$ cat src/rtl/player_ground_collider.sv
// player_ground_collider
//   Scans a platform table once per request and returns the highest platform
//   surface (smallest y) at or below the player's feet. The result feeds the
//   player position controller's ground inputs.
//
// Ports
//   clk_player_control          system clock
//   reset_n                     synchronous active-low reset
//   start                       1-cycle scan request, ignored while busy
//   player_pos_x/_y             player top-left corner, pixels
//   plat_addr                   platform table read address
//   plat_valid/_x0/_x1/_y       table read data, one cycle after plat_addr
//   busy                        scan in progress
//   scan_done                   1-cycle pulse, new results valid
//   collider_ground_h_player    selected surface y, 0 when none qualifies
//   is_collider_ground_player   a platform qualified in the last scan
module player_ground_collider #(
  parameter int unsigned NUM_PLATFORMS = 8,
  parameter int unsigned PLAYER_W      = 30,
  parameter int unsigned PLAYER_H      = 30,
  parameter int unsigned SNAP_TOL      = 2,
  localparam int unsigned AddrW = (NUM_PLATFORMS > 1) ? $clog2(NUM_PLATFORMS) : 1
) (
  input  logic             clk_player_control,
  input  logic             reset_n,
  input  logic             start,
  input  logic [9:0]       player_pos_x,
  input  logic [9:0]       player_pos_y,
  output logic [AddrW-1:0] plat_addr,
  input  logic             plat_valid,
  input  logic [9:0]       plat_x0,
  input  logic [9:0]       plat_x1,
  input  logic [9:0]       plat_y,
  output logic             busy,
  output logic             scan_done,
  output logic [9:0]       collider_ground_h_player,
  output logic             is_collider_ground_player
);

  localparam logic [10:0]      PlayerW  = 11'(PLAYER_W);
  localparam logic [10:0]      PlayerH  = 11'(PLAYER_H);
  localparam logic [10:0]      SnapTol  = 11'(SNAP_TOL);
  localparam logic [AddrW-1:0] LastAddr = AddrW'(NUM_PLATFORMS - 1);

  typedef enum logic [1:0] {StIdle, StScan, StCommit} state_e;

  state_e           state_q, state_d;
  logic [AddrW-1:0] addr_q, addr_d;
  logic [9:0]       px_q, px_d, py_q, py_d;
  logic             dv_q, dv_d;
  logic [9:0]       best_h_q, best_h_d;
  logic             best_found_q, best_found_d;
  logic [9:0]       h_q, h_d;
  logic             is_q, is_d;
  logic             done_q, done_d;

  logic        qualify, take;
  logic [9:0]  merged_h;
  logic        merged_found;

  // Evaluate the entry currently on the read bus against the snapshot position.
  // All compares are 11-bit so the +W/+H/+TOL sums cannot wrap.
  always_comb begin
    qualify = dv_q && plat_valid
           && ({1'b0, px_q} < {1'b0, plat_x1})
           && (({1'b0, px_q} + PlayerW) > {1'b0, plat_x0})
           && (({1'b0, plat_y} + SnapTol) >= ({1'b0, py_q} + PlayerH));
    // Strict less-than keeps the lower index on ties.
    take         = qualify && (!best_found_q || (plat_y < best_h_q));
    merged_h     = take ? plat_y : best_h_q;
    merged_found = best_found_q | take;
  end

  always_comb begin
    state_d      = state_q;
    addr_d       = addr_q;
    px_d         = px_q;
    py_d         = py_q;
    best_h_d     = best_h_q;
    best_found_d = best_found_q;
    h_d          = h_q;
    is_d         = is_q;
    done_d       = 1'b0;
    // Data on the bus belongs to an address issued in the previous SCAN cycle.
    dv_d         = (state_q == StScan);

    unique case (state_q)
      StIdle: begin
        if (start) begin
          px_d         = player_pos_x;
          py_d         = player_pos_y;
          addr_d       = '0;
          best_h_d     = '0;
          best_found_d = 1'b0;
          state_d      = StScan;
        end
      end
      StScan: begin
        best_h_d     = merged_h;
        best_found_d = merged_found;
        if (addr_q == LastAddr) begin
          state_d = StCommit;
        end else begin
          addr_d = addr_q + 1'b1;
        end
      end
      StCommit: begin
        // The last entry's data is on the bus now; fold it straight into the result.
        h_d     = merged_h;
        is_d    = merged_found;
        done_d  = 1'b1;
        state_d = StIdle;
      end
      default: state_d = StIdle;
    endcase
  end

  always_ff @(posedge clk_player_control) begin
    if (!reset_n) begin
      state_q      <= StIdle;
      addr_q       <= '0;
      px_q         <= '0;
      py_q         <= '0;
      dv_q         <= 1'b0;
      best_h_q     <= '0;
      best_found_q <= 1'b0;
      h_q          <= '0;
      is_q         <= 1'b0;
      done_q       <= 1'b0;
    end else begin
      state_q      <= state_d;
      addr_q       <= addr_d;
      px_q         <= px_d;
      py_q         <= py_d;
      dv_q         <= dv_d;
      best_h_q     <= best_h_d;
      best_found_q <= best_found_d;
      h_q          <= h_d;
      is_q         <= is_d;
      done_q       <= done_d;
    end
  end

  assign plat_addr                 = addr_q;
  assign busy                      = (state_q != StIdle);
  assign scan_done                 = done_q;
  assign collider_ground_h_player  = h_q;
  assign is_collider_ground_player = is_q;

endmodule

$ cat config.mk
export PLATFORM = sky130hd
export DESIGN_NAME = player_ground_collider
export DESIGN_NICKNAME = d
export VERILOG_FILES = /design/src/rtl/player_ground_collider.sv
export SDC_FILE = /design/constraint.sdc
export NUM_CORES = 1
export LEC_CHECK = 0
export CAP_MARGIN = 20
export CORE_ASPECT_RATIO = 0.75
export CORE_MARGIN = 5
export CORE_UTILIZATION = 47
export CTS_BUF_LIST = sky130_fd_sc_hd__clkbuf_8 sky130_fd_sc_hd__clkbuf_16
export DETAILED_ROUTE_END_ITERATION = 16
export PLACE_DENSITY_LB_ADDON = 0.05
export SETUP_SLACK_MARGIN = 0.5
export SKIP_CTS_REPAIR_TIMING = 1
export SLEW_MARGIN = 40
export SYNTH_ARGS = -nofsm -noshare
export SYNTH_HDL_FRONTEND = slang
export SYNTH_SLANG_ARGS = --single-unit
$ cat constraint.sdc
create_clock -name clk_player_control -period 2.88 [get_ports clk_player_control]
set_input_delay 0.864 -clock clk_player_control [delete_from_list [all_inputs] [get_ports clk_player_control]]
set_output_delay 0.864 -clock clk_player_control [all_outputs]
set_load 0.005 [all_outputs]
==> results of run 1 <==
## synthesized netlist by cell type, types with 9 or more instances
| cell | n |
|---|---|
| sky130_fd_sc_hd__a21boi_0 | 20 |
| sky130_fd_sc_hd__a21oi_1 | 9 |
| sky130_fd_sc_hd__a31oi_1 | 12 |
| sky130_fd_sc_hd__clkbuf_1 | 16 |
| sky130_fd_sc_hd__dfxtp_1 | 49 |
| sky130_fd_sc_hd__ha_1 | 44 |
| sky130_fd_sc_hd__inv_1 | 38 |
| sky130_fd_sc_hd__nand2_1 | 76 |
| sky130_fd_sc_hd__nand3_1 | 20 |
| sky130_fd_sc_hd__nand4_1 | 15 |
| sky130_fd_sc_hd__nor2_1 | 13 |
| sky130_fd_sc_hd__o21ai_0 | 14 |
| sky130_fd_sc_hd__o31ai_1 | 11 |
| sky130_fd_sc_hd__or4_1 | 11 |
| sky130_fd_sc_hd__xnor2_1 | 14 |
## placed cells by master (no fill, tap or decap), types with 3 or more instances in the layout
cell type | Yosys | layout
sky130_fd_sc_hd__nand2_1 | 76 | 76
sky130_fd_sc_hd__clkdlybuf4s50_1 | 0 | 60
sky130_fd_sc_hd__buf_4 | 1 | 57
sky130_fd_sc_hd__dfxtp_1 | 49 | 47
sky130_fd_sc_hd__ha_1 | 44 | 40
sky130_fd_sc_hd__inv_1 | 38 | 36
sky130_fd_sc_hd__a21boi_0 | 20 | 20
sky130_fd_sc_hd__nand3_1 | 20 | 19
sky130_fd_sc_hd__nand4_1 | 15 | 15
sky130_fd_sc_hd__nor2_1 | 13 | 13
sky130_fd_sc_hd__o21ai_0 | 14 | 13
sky130_fd_sc_hd__xnor2_1 | 14 | 12
sky130_fd_sc_hd__a31oi_1 | 12 | 10
sky130_fd_sc_hd__or4_1 | 11 | 10
sky130_fd_sc_hd__o31ai_1 | 11 | 8
sky130_fd_sc_hd__a21oi_1 | 9 | 7
sky130_fd_sc_hd__nor2b_1 | 7 | 7
sky130_fd_sc_hd__dlymetal6s2s_1 | 0 | 7
sky130_fd_sc_hd__o311ai_1 | 6 | 6
sky130_fd_sc_hd__xor2_1 | 5 | 5
sky130_fd_sc_hd__clkbuf_8 | 0 | 5
sky130_fd_sc_hd__buf_12 | 0 | 5
sky130_fd_sc_hd__a21o_1 | 4 | 4
sky130_fd_sc_hd__ha_4 | 0 | 4
sky130_fd_sc_hd__clkbuf_16 | 0 | 4
sky130_fd_sc_hd__nand2b_1 | 3 | 3
sky130_fd_sc_hd__a211oi_1 | 4 | 3
sky130_fd_sc_hd__o211ai_1 | 3 | 3
sky130_fd_sc_hd__o21ai_2 | 1 | 3
sky130_fd_sc_hd__o21a_1 | 3 | 3
sky130_fd_sc_hd__and2_1 | 3 | 3
## flip-flops by register name, indices dropped and copies added, names as in the netlist
register,cells
best_h_q,10
collider_ground_h_player,10
px_q,10
py_q,10
plat_addr,3
state_q,2
best_found_q,1
dv_q,1
is_collider_ground_player,1
scan_done,1
## kinds of logic after synthesis
group | share of synthesized area (%)
mux | 0.2830
compound gates | 22.25
simple gates | 21.97
flops | 27.73
buf+inv | 7.499
fa+ha+maj | 15.56
xor+xnor | 4.705
## area by class of cell
class	instances	area [um2]	share of cell area, %
timing repair buffer	137	1349	25.69
clock inverter	3	28.78	0.5481
clock buffer	5	68.82	1.311
sequential	49	985.9	18.78
multi-input combinational	333	2549	48.55
tap	101	126.4	2.407
inverter	38	142.6	2.717
## worst reg2reg max path: cells and delay by family, from the launching register on
| family | cells | cell delay [ps] |
|---|---|---|
| and+or+nand+nor | 4 | 1170 |
| AOI/OAI and AO/OA | 4 | 600 |
| adders and majority gates | 2 | 450 |
| DFF | 1 | 390 |
| buffers and inverters | 3 | 350 |
| xor gates and xnor gates | 1 | 160 |
## through the flow
stage	TNS [ps]	setup slack [ps]	power [W]	instances	instance area, um2
floorplan	-96.24	-9.984	0.0009989	446	3622
global placement	-13820	-679.0	0.001203	642	4716
detailed placement	-15200	-744.8	0.001217	642	4716
CTS	-8293	-429.6	0.001675	650	4813
global route	-6212	-385.6	0.001866	666	5250
finish	-4271	-303.5	0.001770	666	5250
## final timing paths
path / end
max: best_h_q[1]
min: py_q[0]
min reg2reg: py_q[0]
max reg2reg: best_h_q[1]
## power by group
part | leakage (nW) | total, W | internal, W | switching (W)
logic | 1.72 | 0.000593 | 0.000312 | 0.000280
clock network | 0.0506 | 0.000458 | 0.000183 | 0.000276
registers | 0.400 | 0.000720 | 0.000698 | 0.0000218
## metal layers
| metal | vias to the layer above | track usage (%) |
|---|---|---|
| met5 | - | 0 |
| met1 | 1733 | 32.64 |
| met3 | 14 | 3.954 |
| met2 | 152 | 33.65 |
| met4 | 0 | 3.691 |
| li1 | 1836 | - |
==> impl_metrics.xml, run 1 <==
<?xml version="1.0" encoding="UTF-8"?>
<metrics>
  <group name="sta">
    <metric name="timing_worst_slew_pin_value" unit="ps">752.1</metric>
    <metric name="final_critical_path_setup_slack" unit="ps">-303.5</metric>
    <metric name="maximum_clock_frequency" unit="GHz">0.3141</metric>
    <metric name="final.setup_skew" unit="ps">9.771</metric>
    <metric name="hold_viol" unit="">0</metric>
    <metric name="final_max_slew_violation_count" unit="">0</metric>
    <metric name="whs" unit="ps">478.9</metric>
    <metric name="slew_headroom" unit="%">49.74</metric>
    <metric name="period_share" unit="%">110.5</metric>
    <metric name="finalSetupViolCount" unit="">22</metric>
    <metric name="finalCriticalPeriod" unit="ps">3184</metric>
    <metric name="grt_setup_unrepaired" unit="">yes</metric>
  </group>
  <group name="grt">
    <metric name="grt_max_degree" unit="">39</metric>
    <metric name="initial_antenna_violation_count" unit="">0</metric>
    <metric name="overflow" unit="">0</metric>
    <metric name="grt_pass1_wl" unit="um">16470</metric>
    <metric name="grt_pass1_vias" unit="">3388</metric>
    <metric name="grt_usage" unit="%">22.00</metric>
  </group>
  <group name="worst_hold_path">
    <metric name="worst_hold_path.num_cells" unit="">2</metric>
    <metric name="hold_path_startpoint" unit="">py_q[0]</metric>
    <metric name="holdCritPathClass" unit="">flop to flop</metric>
  </group>
  <group name="setup_path">
    <metric name="critical_path_arrival" unit="ps">3440</metric>
    <metric name="cp_top_family" unit="">simple AND/OR/NAND/NOR gates</metric>
    <metric name="cpMaxStageDelayCell" unit="">sky130_fd_sc_hd__or4_1</metric>
    <metric name="worstSetupPathType" unit="">flop to flop</metric>
    <metric name="critical_path_cell_count" unit="">14</metric>
    <metric name="required" unit="ps">3140</metric>
    <metric name="combined_buffer_and_inverter_count_along_the_critical_path" unit="">3</metric>
    <metric name="cp_common_cell" unit="">sky130_fd_sc_hd__ha_4</metric>
    <metric name="rrSetupSlack" unit="ps">-300</metric>
    <metric name="cpPeakStageDelay" unit="ps">520</metric>
    <metric name="setup.worst_path.start" unit="">px_q[2]</metric>
    <metric name="ff2ff_path_depth" unit="">14</metric>
    <metric name="crit_path_cell_trace" unit="">inv_2 &gt; ha_4 &gt; nor3b_4 &gt; or3_4 &gt; xnor2_4 &gt; ha_4 &gt; o21ai_2 &gt; o21bai_1 &gt; o311a_4 &gt; o221ai_4 &gt; buf_6 &gt; clkbuf_16 &gt; or4_1 &gt; nand3_1</metric>
    <metric name="crit_fanout" unit="">5</metric>
    <metric name="rr_startpoint" unit="">px_q[2]</metric>
    <metric name="worst_setup_path_end_kind" unit="">flop</metric>
    <metric name="setup.worst_path.start_class" unit="">flop</metric>
  </group>
  <group name="logic_synthesis">
    <metric name="synth_fp_nets" unit="">544</metric>
    <metric name="synth_enable_flop_cells" unit="">0</metric>
    <metric name="number_of_flip_flops_and_latches_in_the_synthesized_netlist" unit="">49</metric>
    <metric name="ys_types" unit="">52</metric>
    <metric name="ys.warnings.count" unit="">0</metric>
    <metric name="synthesis.instances" unit="">446</metric>
    <metric name="synth_seq_area_share" unit="%">27.73</metric>
    <metric name="synth_top_area_share" unit="%">27.73</metric>
    <metric name="avg_synthesized_cell_area" unit="um2">7.931</metric>
    <metric name="main_area_contributors_after_synthesis" unit="">sky130_fd_sc_hd__dfxtp_1 (28%), sky130_fd_sc_hd__ha_1 (16%), sky130_fd_sc_hd__nand2_1 (8.1%)</metric>
    <metric name="synth-async-reset-ratio" unit="%">0</metric>
    <metric name="combined_area_of_all_synthesized_cells" unit="um2">3537</metric>
    <metric name="synth_ff_type" unit="">sky130_fd_sc_hd__dfxtp_1</metric>
    <metric name="synthDominantAreaCellType" unit="">sky130_fd_sc_hd__dfxtp_1</metric>
  </group>
  <group name="detailed_routing">
    <metric name="post-route-drc-count" unit="">0</metric>
    <metric name="drt_iter0_markers" unit="">317</metric>
    <metric name="drt-wirelength-per-cell" unit="um">16.34</metric>
    <metric name="dr.max_layer_used" unit="">met4</metric>
    <metric name="dr_total_vias" unit="">3735</metric>
    <metric name="viasPerCell" unit="">5.608</metric>
    <metric name="wl_met2" unit="um">4850</metric>
    <metric name="wl" unit="um">10880</metric>
    <metric name="detail_route.wirelength.met1" unit="um">5040</metric>
    <metric name="wl_met3" unit="um">880</metric>
    <metric name="detail_route.first_pass.iterations" unit="">5</metric>
    <metric name="ant_nets" unit="">0</metric>
  </group>
  <group name="place">
    <metric name="dp_hpwl" unit="um">7869</metric>
    <metric name="globalplace.congestion" unit="">0.8911</metric>
    <metric name="numPortBuffers" unit="">69</metric>
  </group>
  <group name="floorplanning">
    <metric name="start_util" unit="%">48.25</metric>
    <metric name="ioPinCount" unit="">70</metric>
    <metric name="fp-row-count" unit="">27</metric>
    <metric name="die_w" unit="um">110.2</metric>
    <metric name="die_area" unit="um2">9379</metric>
    <metric name="dieHeight" unit="um">85.13</metric>
    <metric name="core" unit="um2">7331</metric>
  </group>
  <group name="clocking">
    <metric name="cts_root_buf" unit="">sky130_fd_sc_hd__clkbuf_8</metric>
    <metric name="tritoncts.num_buffers" unit="">5</metric>
    <metric name="ctsHtreeMaxLevel" unit="">2</metric>
    <metric name="number_of_clock_sinks" unit="">49</metric>
    <metric name="latest_clock_arrival_within_the_worst_skew_pair" unit="ps">320</metric>
    <metric name="tritoncts_clock_tree" unit="">done</metric>
    <metric name="cts_max_path_buffers" unit="">2</metric>
    <metric name="worst_setup_hold_path_clk_slew" unit="ps">110</metric>
  </group>
  <group name="status">
    <metric name="run_status" unit="">finished with violations</metric>
    <metric name="failed_checks" unit="">negative setup slack</metric>
  </group>
  <group name="pwr">
    <metric name="p_per_area" unit="nW/um2">337.2</metric>
    <metric name="static-leakage-power" unit="nW">2.171</metric>
    <metric name="ir_worst_vdd" unit="uV">240.1</metric>
  </group>
  <group name="cells_and_area">
    <metric name="antenna_cells" unit="">0</metric>
    <metric name="final_layout_size_suffix_gt1_share" unit="%">20.53</metric>
    <metric name="num-fill-cells" unit="">598</metric>
    <metric name="areaGrowthSynthToFinish" unit="%">48.43</metric>
    <metric name="finish.net_count" unit="">662</metric>
    <metric name="finalCoreUtilization" unit="%">71.62</metric>
  </group>
  <group name="job">
    <metric name="drv.max_cap_violation_count" unit="">0</metric>
  </group>
</metrics>
Note: power is estimated with default switching activity, not from simulation.
==> inputs of run 2 (changes only) <==
SLEW_MARGIN = 20   (was 40)
==> results of run 2 <==
Final layout, timing and power as in run 1 (identical DEF).
==> inputs of run 3 (changes only) <==
SETUP_SLACK_MARGIN = 0.4   (was 0.5)
==> results of run 3 <==
Final layout, timing and power as in run 1 (identical DEF).
